File: src/rtl/tcp_tx_scheduler_pkg.sv
// Shared types and helpers for the TCP transmit scheduler and its arbiter.
// Word-count helper converts a byte length into encoder payload words.
package tcp_pkg;

    typedef enum logic [2:0] {
        ST_CLEAR    = 3'd0,
        ST_IDLE     = 3'd1,
        ST_START    = 3'd2,
        ST_STREAM   = 3'd3,
        ST_WAIT_FIN = 3'd4,
        ST_REPORT   = 3'd5
    } tx_state_e;

    localparam int TCP_WORD_BYTES = 4;
    localparam int WORDS_W        = 15;

    // ceil(len/4); the 17-bit sum keeps 0xFFFF from wrapping to zero words
    function automatic logic [WORDS_W-1:0] words_from_len(input logic [15:0] len);
        logic [16:0] sum;
        sum = {1'b0, len} + 17'd3;
        return sum[16:2];
    endfunction

endpackage

File: src/rtl/tcp_tx_scheduler_if.sv
// Scheduler-to-encoder connection: start/reset control, payload stream and result.
interface tcp_tx_scheduler_if;
    logic        enc_start;
    logic        enc_reset;
    logic [15:0] enc_len_in;
    logic [31:0] enc_data;
    logic        enc_data_av;
    logic        enc_fin;
    logic [15:0] enc_checksum;
    logic [15:0] enc_len_out;

    modport master (
        output enc_start, enc_reset, enc_len_in, enc_data, enc_data_av,
        input  enc_fin, enc_checksum, enc_len_out
    );

    modport slave (
        input  enc_start, enc_reset, enc_len_in, enc_data, enc_data_av,
        output enc_fin, enc_checksum, enc_len_out
    );
endinterface

File: src/rtl/tcp_tx_scheduler_rr_arbiter.sv
// Combinational round-robin pick: first request at or after ptr, wrapping.
// The pointer register lives in the parent so the RX side can reuse this.
module rr_arbiter #(
    parameter int N_REQ = 4,
    parameter int IDW   = 2
) (
    input  logic [N_REQ-1:0] req,
    input  logic [IDW-1:0]   ptr,
    output logic [N_REQ-1:0] gnt,
    output logic [IDW-1:0]   gnt_id,
    output logic             any
);

    // scan N_REQ positions starting at ptr; the first hit wins
    always_comb begin
        int idx;
        gnt    = '0;
        gnt_id = '0;
        any    = 1'b0;
        idx    = 0;
        for (int i = 0; i < N_REQ; i++) begin
            idx = int'(ptr) + i;
            if (idx >= N_REQ) begin
                idx = idx - N_REQ;
            end else begin
                idx = idx;
            end
            if (!any && req[idx]) begin
                gnt[idx] = 1'b1;
                gnt_id   = idx[IDW-1:0];
                any      = 1'b1;
            end else begin
                any = any;
            end
        end
    end

endmodule

File: src/rtl/tcp_tx_scheduler.sv
// Round-robin sharing of one TCP segment encoder between N_REQ transmit queues:
// grant, start, stream payload, wait for finish (bounded), report, reset encoder.
module tcp_tx_scheduler
    import tcp_pkg::*;
#(
    parameter int N_REQ   = 4,
    parameter int IDW     = 2,
    parameter int TIMEOUT = 1023
) (
    input  logic                clk,
    input  logic                reset,
    input  logic [N_REQ-1:0]    req,
    input  logic [16*N_REQ-1:0] req_len,
    input  logic [32*N_REQ-1:0] src_data,
    input  logic [N_REQ-1:0]    src_valid,
    output logic [N_REQ-1:0]    src_ready,
    output logic [N_REQ-1:0]    grant,
    output logic [IDW-1:0]      grant_id,
    output logic [N_REQ-1:0]    done,
    output logic [N_REQ-1:0]    err,
    output logic [15:0]         res_checksum,
    output logic [15:0]         res_len,
    output logic                res_valid,
    tcp_tx_scheduler_if.master  enc
);

    localparam int TMO_W = (TIMEOUT < 1) ? 1 : $clog2(TIMEOUT + 1);

    tx_state_e          state_r, next_s;
    logic [N_REQ-1:0]   grant_r;
    logic [IDW-1:0]     grant_id_r;
    logic [IDW-1:0]     rr_ptr_r;
    logic [15:0]        enc_len_in_r;
    logic [WORDS_W-1:0] words_left_r;
    logic [TMO_W-1:0]   tmo_r;
    logic [15:0]        res_checksum_r;
    logic [15:0]        res_len_r;
    logic               res_valid_r;
    logic [N_REQ-1:0]   done_r;
    logic [N_REQ-1:0]   err_r;
    logic               enc_start_r;
    logic               enc_reset_r;

    logic [N_REQ-1:0]   arb_gnt_s;
    logic [IDW-1:0]     arb_id_s;
    logic               arb_any_s;
    logic               owner_valid_s;
    logic               tmo_hit_s;
    logic               grant_take_s;
    logic               abort_s;
    logic [IDW-1:0]     ptr_next_s;
    logic [15:0]        arb_len_s;
    logic [N_REQ-1:0]   src_ready_s;
    logic [31:0]        enc_data_s;
    logic               enc_data_av_s;
    logic               enc_start_nxt_s;
    logic               enc_reset_nxt_s;
    logic [N_REQ-1:0]   done_nxt_s;
    logic [N_REQ-1:0]   err_nxt_s;

    rr_arbiter #(.N_REQ(N_REQ), .IDW(IDW)) u_arb (
        .req    (req),
        .ptr    (rr_ptr_r),
        .gnt    (arb_gnt_s),
        .gnt_id (arb_id_s),
        .any    (arb_any_s)
    );

    assign owner_valid_s = (state_r == ST_STREAM) && src_valid[grant_id_r];
    assign tmo_hit_s     = (tmo_r == TMO_W'(TIMEOUT));
    assign grant_take_s  = (state_r == ST_IDLE) && (next_s == ST_START);
    assign abort_s       = (state_r == ST_WAIT_FIN) && (next_s == ST_CLEAR);
    assign ptr_next_s    = (grant_id_r == IDW'(N_REQ - 1)) ? {IDW{1'b0}} : grant_id_r + IDW'(1);
    assign arb_len_s     = req_len[16*arb_id_s +: 16];

    // state register
    always_ff @(posedge clk) begin
        if (reset) begin
            state_r <= ST_CLEAR;
        end else begin
            state_r <= next_s;
        end
    end

    // next-state logic; enc_fin is only honoured in WAIT_FIN
    always_comb begin
        next_s = state_r;
        case (state_r)
            ST_CLEAR:    next_s = ST_IDLE;
            ST_IDLE:     next_s = arb_any_s ? ST_START : ST_IDLE;
            ST_START:    next_s = (words_left_r != {WORDS_W{1'b0}}) ? ST_STREAM : ST_WAIT_FIN;
            ST_STREAM: begin
                if (owner_valid_s && (words_left_r == WORDS_W'(1))) begin
                    next_s = ST_WAIT_FIN;
                end else begin
                    next_s = ST_STREAM;
                end
            end
            ST_WAIT_FIN: begin
                if (enc.enc_fin) begin
                    next_s = ST_REPORT;
                end else if (tmo_hit_s) begin
                    next_s = ST_CLEAR;
                end else begin
                    next_s = ST_WAIT_FIN;
                end
            end
            ST_REPORT:   next_s = ST_CLEAR;
            default:     next_s = ST_CLEAR;
        endcase
    end

    // output logic: live payload path plus next values of the registered pulses
    always_comb begin
        src_ready_s     = '0;
        enc_data_s      = src_data[32*grant_id_r +: 32];
        enc_data_av_s   = owner_valid_s;
        if (state_r == ST_STREAM) begin
            src_ready_s[grant_id_r] = src_valid[grant_id_r];
        end else begin
            src_ready_s = '0;
        end
        enc_start_nxt_s = (next_s == ST_START);
        enc_reset_nxt_s = (next_s == ST_CLEAR);
        done_nxt_s      = (next_s == ST_REPORT) ? grant_r : {N_REQ{1'b0}};
        err_nxt_s       = abort_s ? grant_r : {N_REQ{1'b0}};
    end

    // ownership, latched length and remaining word count
    always_ff @(posedge clk) begin
        if (reset) begin
            grant_r      <= '0;
            grant_id_r   <= '0;
            enc_len_in_r <= 16'd0;
            words_left_r <= '0;
        end else if (grant_take_s) begin
            grant_r      <= arb_gnt_s;
            grant_id_r   <= arb_id_s;
            enc_len_in_r <= arb_len_s;
            words_left_r <= words_from_len(arb_len_s);
        end else if (next_s == ST_CLEAR) begin
            grant_r      <= '0;
            grant_id_r   <= '0;
        end else if (owner_valid_s) begin
            words_left_r <= words_left_r - WORDS_W'(1);
        end else begin
            words_left_r <= words_left_r;
        end
    end

    // encoder control and owner notification pulses
    always_ff @(posedge clk) begin
        if (reset) begin
            enc_start_r <= 1'b0;
            enc_reset_r <= 1'b1;
            done_r      <= '0;
            err_r       <= '0;
            res_valid_r <= 1'b0;
        end else begin
            enc_start_r <= enc_start_nxt_s;
            enc_reset_r <= enc_reset_nxt_s;
            done_r      <= done_nxt_s;
            err_r       <= err_nxt_s;
            res_valid_r <= (next_s == ST_REPORT);
        end
    end

    // result capture, finish timeout and round-robin pointer
    always_ff @(posedge clk) begin
        if (reset) begin
            res_checksum_r <= 16'd0;
            res_len_r      <= 16'd0;
            tmo_r          <= '0;
            rr_ptr_r       <= '0;
        end else begin
            if ((state_r == ST_WAIT_FIN) && enc.enc_fin) begin
                res_checksum_r <= enc.enc_checksum;
                res_len_r      <= enc.enc_len_out;
            end else begin
                res_checksum_r <= res_checksum_r;
                res_len_r      <= res_len_r;
            end
            if ((state_r == ST_WAIT_FIN) && !enc.enc_fin && !tmo_hit_s) begin
                tmo_r <= tmo_r + TMO_W'(1);
            end else begin
                tmo_r <= '0;
            end
            if ((state_r == ST_REPORT) || abort_s) begin
                rr_ptr_r <= ptr_next_s;
            end else begin
                rr_ptr_r <= rr_ptr_r;
            end
        end
    end

    assign src_ready       = src_ready_s;
    assign grant           = grant_r;
    assign grant_id        = grant_id_r;
    assign done            = done_r;
    assign err             = err_r;
    assign res_checksum    = res_checksum_r;
    assign res_len         = res_len_r;
    assign res_valid       = res_valid_r;
    assign enc.enc_start   = enc_start_r;
    assign enc.enc_reset   = enc_reset_r;
    assign enc.enc_len_in  = enc_len_in_r;
    assign enc.enc_data    = enc_data_s;
    assign enc.enc_data_av = enc_data_av_s;

endmodule
File: src/flat_wrapper.sv
// flat-port wrapper written by rule: the top's interface ports become plain ports
module tcp_tx_scheduler_flat import tcp_pkg::*;
#(
    parameter int N_REQ   = 4,
    parameter int IDW     = 2,
    parameter int TIMEOUT = 1023
)
  (clk, reset, req, req_len, src_data, src_valid, src_ready, grant, grant_id, done, err, res_checksum, res_len, res_valid, enc_enc_start, enc_enc_reset, enc_enc_len_in, enc_enc_data, enc_enc_data_av, enc_enc_fin, enc_enc_checksum, enc_enc_len_out);
  tcp_tx_scheduler_if enc_i ();
  input  logic clk;
  input  logic reset;
  input  logic [N_REQ-1:0] req;
  input  logic [16*N_REQ-1:0] req_len;
  input  logic [32*N_REQ-1:0] src_data;
  input  logic [N_REQ-1:0] src_valid;
  output logic [N_REQ-1:0] src_ready;
  output logic [N_REQ-1:0] grant;
  output logic [IDW-1:0] grant_id;
  output logic [N_REQ-1:0] done;
  output logic [N_REQ-1:0] err;
  output logic [15:0] res_checksum;
  output logic [15:0] res_len;
  output logic res_valid;
  output wire logic [$bits(enc_i.enc_start)-1:0] enc_enc_start;
  output wire logic [$bits(enc_i.enc_reset)-1:0] enc_enc_reset;
  output wire logic [$bits(enc_i.enc_len_in)-1:0] enc_enc_len_in;
  output wire logic [$bits(enc_i.enc_data)-1:0] enc_enc_data;
  output wire logic [$bits(enc_i.enc_data_av)-1:0] enc_enc_data_av;
  input wire logic [$bits(enc_i.enc_fin)-1:0] enc_enc_fin;
  input wire logic [$bits(enc_i.enc_checksum)-1:0] enc_enc_checksum;
  input wire logic [$bits(enc_i.enc_len_out)-1:0] enc_enc_len_out;
  assign enc_enc_start = enc_i.enc_start;
  assign enc_enc_reset = enc_i.enc_reset;
  assign enc_enc_len_in = enc_i.enc_len_in;
  assign enc_enc_data = enc_i.enc_data;
  assign enc_enc_data_av = enc_i.enc_data_av;
  assign enc_i.enc_fin = enc_enc_fin;
  assign enc_i.enc_checksum = enc_enc_checksum;
  assign enc_i.enc_len_out = enc_enc_len_out;
  tcp_tx_scheduler #(.N_REQ(N_REQ), .IDW(IDW), .TIMEOUT(TIMEOUT)) u_core (.clk(clk), .reset(reset), .req(req), .req_len(req_len), .src_data(src_data), .src_valid(src_valid), .src_ready(src_ready), .grant(grant), .grant_id(grant_id), .done(done), .err(err), .res_checksum(res_checksum), .res_len(res_len), .res_valid(res_valid), .enc(enc_i));
endmodule
File: config.mk
export PLATFORM = sky130hd
export DESIGN_NAME = tcp_tx_scheduler_flat
export DESIGN_NICKNAME = d
export VERILOG_FILES = /design/src/rtl/tcp_tx_scheduler_pkg.sv /design/src/rtl/tcp_tx_scheduler_if.sv /design/src/rtl/tcp_tx_scheduler_rr_arbiter.sv /design/src/rtl/tcp_tx_scheduler.sv /design/src/flat_wrapper.sv
export SDC_FILE = /design/constraint.sdc
export NUM_CORES = 1
export LEC_CHECK = 0
export BUFFER_PORTS_ARGS = -buffer_cell sky130_fd_sc_hd__buf_2
export CORE_AREA = 3 3 131 133
export CTS_CLUSTER_DIAMETER = 120
export DETAILED_ROUTE_END_ITERATION = 6
export DIE_AREA = 0 0 134 136
export GPL_TIMING_DRIVEN = 0
export PLACE_DENSITY = 0.69
export SETUP_SLACK_MARGIN = 0.3
export SYNTH_ARGS = -nofsm -noshare
export SYNTH_HDL_FRONTEND = slang
export SYNTH_SLANG_ARGS = --single-unit
File: constraint.sdc
create_clock -name clk -period 5.4 [get_ports clk]
set_input_delay 0.54 -clock clk [delete_from_list [all_inputs] [get_ports clk]]
set_output_delay 0.54 -clock clk [all_outputs]
set_load 0.03 [all_outputs]
# Yosys cells after proc, flatten, opt, wreduce, memory -nomap -nowiden
# Cells that the tools add are included.
[totals]
elab_cells = 144
out_inout_bits = 102
input_bits = 235
reg_bits = 95
[op_classes]
order_cmp = 14
n_reduce_logical = 30
muxes = 55
n_bitwise = 7
addsub = 11
eq_ne = 11
shift = 2
[op_table]
columns = ["cell", "n"]
rows = [
  ["32-bit by 1-bit greater-or-equal comparator with 1-bit output (second input constant)", 4],
  ["32-bit by 4-bit less-than comparator with 1-bit output (second input constant)", 4],
  ["32-bit 2-to-1 mux", 4],
  ["128-bit by 8-bit indexed part select with 32-bit output", 1],
  ["64-bit by 7-bit indexed part select with 16-bit output", 1],
  ["15-bit 2-to-1 mux", 3],
  ["4-bit 2-to-1 mux", 7],
  ["1-bit 2-to-1 mux", 18],
  ["16-bit by 2-bit adder with 17-bit output (second input constant)", 1],
  ["2-bit 2-to-1 mux", 8],
  ["15-bit by 1-bit == test with 1-bit output (second input constant)", 1],
  ["1-bit logical AND", 15],
  ["3-bit one-hot mux with 5 select lines", 1],
  ["15-bit nonzero test", 1],
  ["15-bit by 1-bit subtractor with 15-bit output (second input constant)", 1],
  ["3-bit 2-to-1 mux", 4],
  ["4-bit bitwise OR", 3],
  ["3-bit by 3-bit subtractor with 4-bit output (second input constant)", 3],
  ["10-bit by 1-bit adder with 10-bit output (second input constant)", 1],
  ["1-bit binary-select mux with 2-bit select", 5],
  ["1-bit demux with 2-bit select", 5],
  ["10-bit == test (second input constant)", 1],
  ["3-bit by 2-bit == test with 1-bit output (second input constant)", 3],
  ["3-bit == test (second input constant)", 3],
  ["other kinds (19)", 32],
]

# Longest topological paths before layout
[depth]
ltp_word = 21
mapped_depth = 16
ltp_nobuf = 11

# Modules after synthesis
# Synthesis repeated with hierarchy kept, for this count alone.
[unflattened]
cells_unflattened = 601
area_unflattened_um2 = 5721.7
[modules_own_cells]
columns = ["mod", "area_per_inst_um2", "seq_area_each_um2", "cells_each", "instances"]
rows = [
  ["tcp_tx_scheduler", 5261.3, 1901.8, 553, 1],
  ["rr_arbiter", 460.4, 0.0, 48, 1],
]

# Worst setup path before layout
# Ideal clock, no wire load.
[synth_timing]
kind = "register -> register"
from = "reg u_core.rr_ptr_r[0]"
to = "reg u_core.words_left_r[10]"
synth_period_minus_slack_ns = 3.931
stages_incl_launch_ff = 15
slack_ns = 1.469
setup_time_ns = 0.091
n_path_buf = 3
t_arrival_ns = 3.840
cell_sequence = "dfxtp_1 -> buf_4 -> clkinv_1 -> ha_1 -> buf_2 -> mux4_2 -> nor2b_2 -> buf_4 -> mux2i_1 -> o2111a_1 -> a32oi_1 -> and4b_4 -> nand3_4 -> or3_1 -> a311oi_1"
[synth_between]
elab_chain_cells = 21
[synth_rtl]
columns = ["element", "line", "source"]
rows = [
  ["start, declared", "tcp_tx_scheduler.sv:32", "logic [IDW-1:0] rr_ptr_r;"],
  ["start signal, assigned", "tcp_tx_scheduler.sv:189", "rr_ptr_r <= ptr_next_s;"],
  ["start signal, assigned", "tcp_tx_scheduler.sv:191", "rr_ptr_r <= rr_ptr_r;"],
  ["parallel branches: the longest is 21 deep, another holds 3-bit by 3-bit subtractor with 4-bit output", "-", ""],
  ["end signal, assigned", "tcp_tx_scheduler.sv:140", "words_left_r <= words_from_len(arb_len_s);"],
  ["end signal, assigned", "tcp_tx_scheduler.sv:145", "words_left_r <= words_left_r - WORDS_W'(1);"],
  ["end signal, assigned", "tcp_tx_scheduler.sv:147", "words_left_r <= words_left_r;"],
  ["end, declared", "tcp_tx_scheduler.sv:34", "logic [WORDS_W-1:0] words_left_r;"],
]
# Parallel ways; which one is timed is not known. The select of a mux whose other input is x is not followed.
# A chain may end at the register's enable or synchronous reset.

# Final worst setup path
# Same ends and word-level chain as after synthesis.

==> results_dict.tcl <==
set metrics [dict create \
    status "complete, no violations" \
    use_met1_pct 33.2 \
    ys_seq_elements 95 \
    via_per_inst 5.28 \
    first_global_vias 6243 \
    dp_hpwl_um 19700 \
    ys.flop_type "dfxtp_1" \
    rsz0062_at_grt "no" \
    min-delay-start "enc_enc_len_out[8]" \
    yosys.area.top_type "dfxtp_1" \
    grt_pass1_wl_um 34800 \
    post_drt_wl_per_cell_um 18.9 \
    p_leak_uw 0.00360 \
    whs_path_depth 3 \
    num_antenna_cells 0 \
    ir_drop_mv 0.187 \
    period_share_pct 88.6 \
    tns_ns 0 \
    syn_area_mm2 0.00606 \
    die_x_um 134 \
    async_reset_ff_share_pct 0 \
    crit_path_start_kind "flop" \
    die_area_mm2 0.0182 \
    worstPathRequired_ns 5.66 \
    yosysMostFrequentCell "nand2_1" \
    max_freq_mhz 209 \
    holdPathEnd "u_core.res_len[8]$_SDFFE_PP0P_" \
    skew_ns 0.00771 \
    tightest_slew_ns 0.943 \
    dr.pass1.iters 5 \
    power_uw 2060 \
    critical_path.endpoint_type "flop" \
    finalCriticalPeriod_ns 4.78 \
    synth_nets 939 \
    gr-max-usage-layer "met2" \
    nFillCells 1564 \
    port_buffers 334 \
    arrival_ns 5.05 \
    synth_edf_count 0 \
    area_growth_syn_to_layout_pct 36.7 \
    grt_max_degree 18 \
    hold_path.class "in2reg" \
    setup_viol 0 \
    synth_cell_types 67 \
    worst-r2r-setup-slack_ns 0.62 \
    max-cap-violations 0 \
    cts_num_sinks 95 \
    root_buffer "clkbuf_16" \
    cts_max_level 3 \
    syn_avg_cell_area_um2 8.76 \
    vias 6648 \
    drt-initial-drc-count 351 \
    clk_path_buf_depth 2 \
    postCtsSetupBuffers 0 \
    use_met2_pct 38.2 \
    insertion_delay_ns 0.35 \
    detail-route-antenna-nets 0 \
    layout.nets 1284 \
    ys_warn_count 0 \
    timing.rr.end "u_core.words_left_r[10]$_SDFFE_PP0P_" \
    hold_buffers 0 \
    clkTransAtPathRegs_ns 0.07 \
    drive_above_1_share_pct 40.8 \
    worst_r2r_startpoint "u_core.rr_ptr_r[0]$_SDFFE_PP0P_" \
    syn_inst 692 \
    coreArea_mm2 0.0159 \
    antenna_found_initial 8 \
    fin_util_pct 52.0 \
    ios 337 \
    floorplan.rows 46 \
    grt_usage_pct 24.5 \
    path_class "reg2reg" \
    cts_buffers 9 \
    hold_viol_final 0 \
    use_met3_pct 8.18 \
    die_h_um 136 \
    start_util_pct 38.0 \
    seq_area_frac_synth_pct 31.4 \
    synthTopCellsByArea "dfxtp_1, mux4_2, nand2_1, a21oi_1, nor2_1" \
    synthTopCellsByCount "nand2_1, dfxtp_1, nor2_1" \
    critPathMaxFanout 10 \
    power_density_mw_per_mm2 249 \
    synth.top_cell.area_share_pct 31.4 \
    finalMaxSlewViolations 0 \
    post_cts_resized 0 \
    relSlewSlack_pct 37.0 \
    remaining_drc_errors 0 \
    totalWireLength_um 23800 \
    overflow 0 \
    gp_congestion 0.905 \
    rr_worst_depth 14 \
    cts_tree "built" \
]
[metrics by stage]
step	hold WS, ns	setup WS, ns	instances	area, um^2
finish	0.420	0.615	1258	8280
global route	0.423	0.366	1258	8280
CTS	0.404	0.613	1258	8280
detailed placement	0.444	0.636	1242	8000
global placement	0.439	0.708	1242	8000
floorplan	0.430	1.47	692	6060
[metal layers]
layer / part of all wire, % / up-vias / routed length (um)
li1: - / 3176 / -
met1: 43 / 3098 / 10200
met2: 46 / 318 / 10900
met3: 9.4 / 44 / 2250
met4: 1.7 / 12 / 394
met5: 0.31 / - / 74
[final cells by class]
cell class	count	area, um^2	area share (%)
clock inverters	6	53.8	0.649
well taps	216	270	3.26
multi-input cells	536	3890	47.0
plain buffers	47	213	2.57
inverters	14	52.6	0.634
clock buffers	10	229	2.76
repair buffers	334	1670	20.2
flip-flops and latches	95	1900	23.0
[worst max-delay path by stage]
stage / from / endpoint / slack [ns]
after floorplan: u_core.rr_ptr_r[0]$_SDFFE_PP0P_ / u_core.words_left_r[10]$_SDFFE_PP0P_ / 1.47
after global placement: u_core.rr_ptr_r[0]$_SDFFE_PP0P_ / u_core.words_left_r[10]$_SDFFE_PP0P_ / 0.71
after detailed placement: u_core.rr_ptr_r[0]$_SDFFE_PP0P_ / u_core.words_left_r[10]$_SDFFE_PP0P_ / 0.64
after CTS: u_core.rr_ptr_r[0]$_SDFFE_PP0P_ / u_core.words_left_r[10]$_SDFFE_PP0P_ / 0.61
after global routing: u_core.rr_ptr_r[0]$_SDFFE_PP0P_ / u_core.words_left_r[10]$_SDFFE_PP0P_ / 0.37
final: u_core.rr_ptr_r[0]$_SDFFE_PP0P_ / u_core.words_left_r[10]$_SDFFE_PP0P_ / 0.62
[report_power, final]
group,switching (uW),internal [uW]
Clock,299,321
Sequential,32.1,742
Combinational,395,270
[sequential cells by signal (all words and copies together) (netlist names)]
name / cells
u_core.rr_ptr_r: 2
u_core.enc.enc_len_in: 16
u_core.tmo_r: 10
u_core.err: 4
u_core.done: 4
u_core.words_left_r: 15
u_core.enc.enc_start: 1
u_core.res_valid: 1
u_core.res_checksum: 16
u_core.state_r: 3
u_core.grant: 4
u_core.enc.enc_reset: 1
u_core.res_len: 16
u_core.grant_id: 2
[worst max-delay path: stages, from the launching register on]
cell and delay [ns]:
dfxtp_1 0.47, buf_4 0.23, clkinv_1 0.32, ha_1 0.41
buf_2 0.19, mux4_2 0.54, nor2b_2 0.22, buf_4 0.22
mux2i_1 0.09, o2111a_1 0.23, a32oi_1 0.61, and4b_4 0.40
nand3_4 0.12, or3_1 0.40, a311oi_1 0.25
[cells in the final DEF, fill, tap and decap left out, types with 6 or more instances in the layout]
| cell | count |
|---|---|
| a211oi_1 | 10 |
| a21oi_1 | 58 |
| a22oi_1 | 16 |
| and2_1 | 15 |
| and3_1 | 7 |
| buf_2 | 339 |
| clkbuf_1 | 34 |
| clkbuf_16 | 9 |
| dfxtp_1 | 95 |
| ha_1 | 12 |
| inv_1 | 12 |
| mux2_2 | 7 |
| mux2i_1 | 15 |
| mux4_2 | 44 |
| nand2_1 | 120 |
| nand2b_1 | 9 |
| nand3_1 | 14 |
| nor2_1 | 74 |
| nor2b_1 | 7 |
| nor3_1 | 18 |
| nor4_1 | 6 |
| o21ai_0 | 14 |
| xnor2_1 | 19 |
| xor2_1 | 11 |
[logic make-up after synthesis]
kind of cell | count (synthesis) | share of synthesized area, %
AOI/OAI and AO/OA | 134 | 14.8
xor gates and xnor gates | 30 | 4.34
adders and majority gates | 12 | 2.48
buffers and inverters | 61 | 4.38
DFF | 95 | 31.4
muxes | 67 | 20.4
and+or+nand+nor | 293 | 22.3
Note: power is estimated with default switching activity, not from simulation.
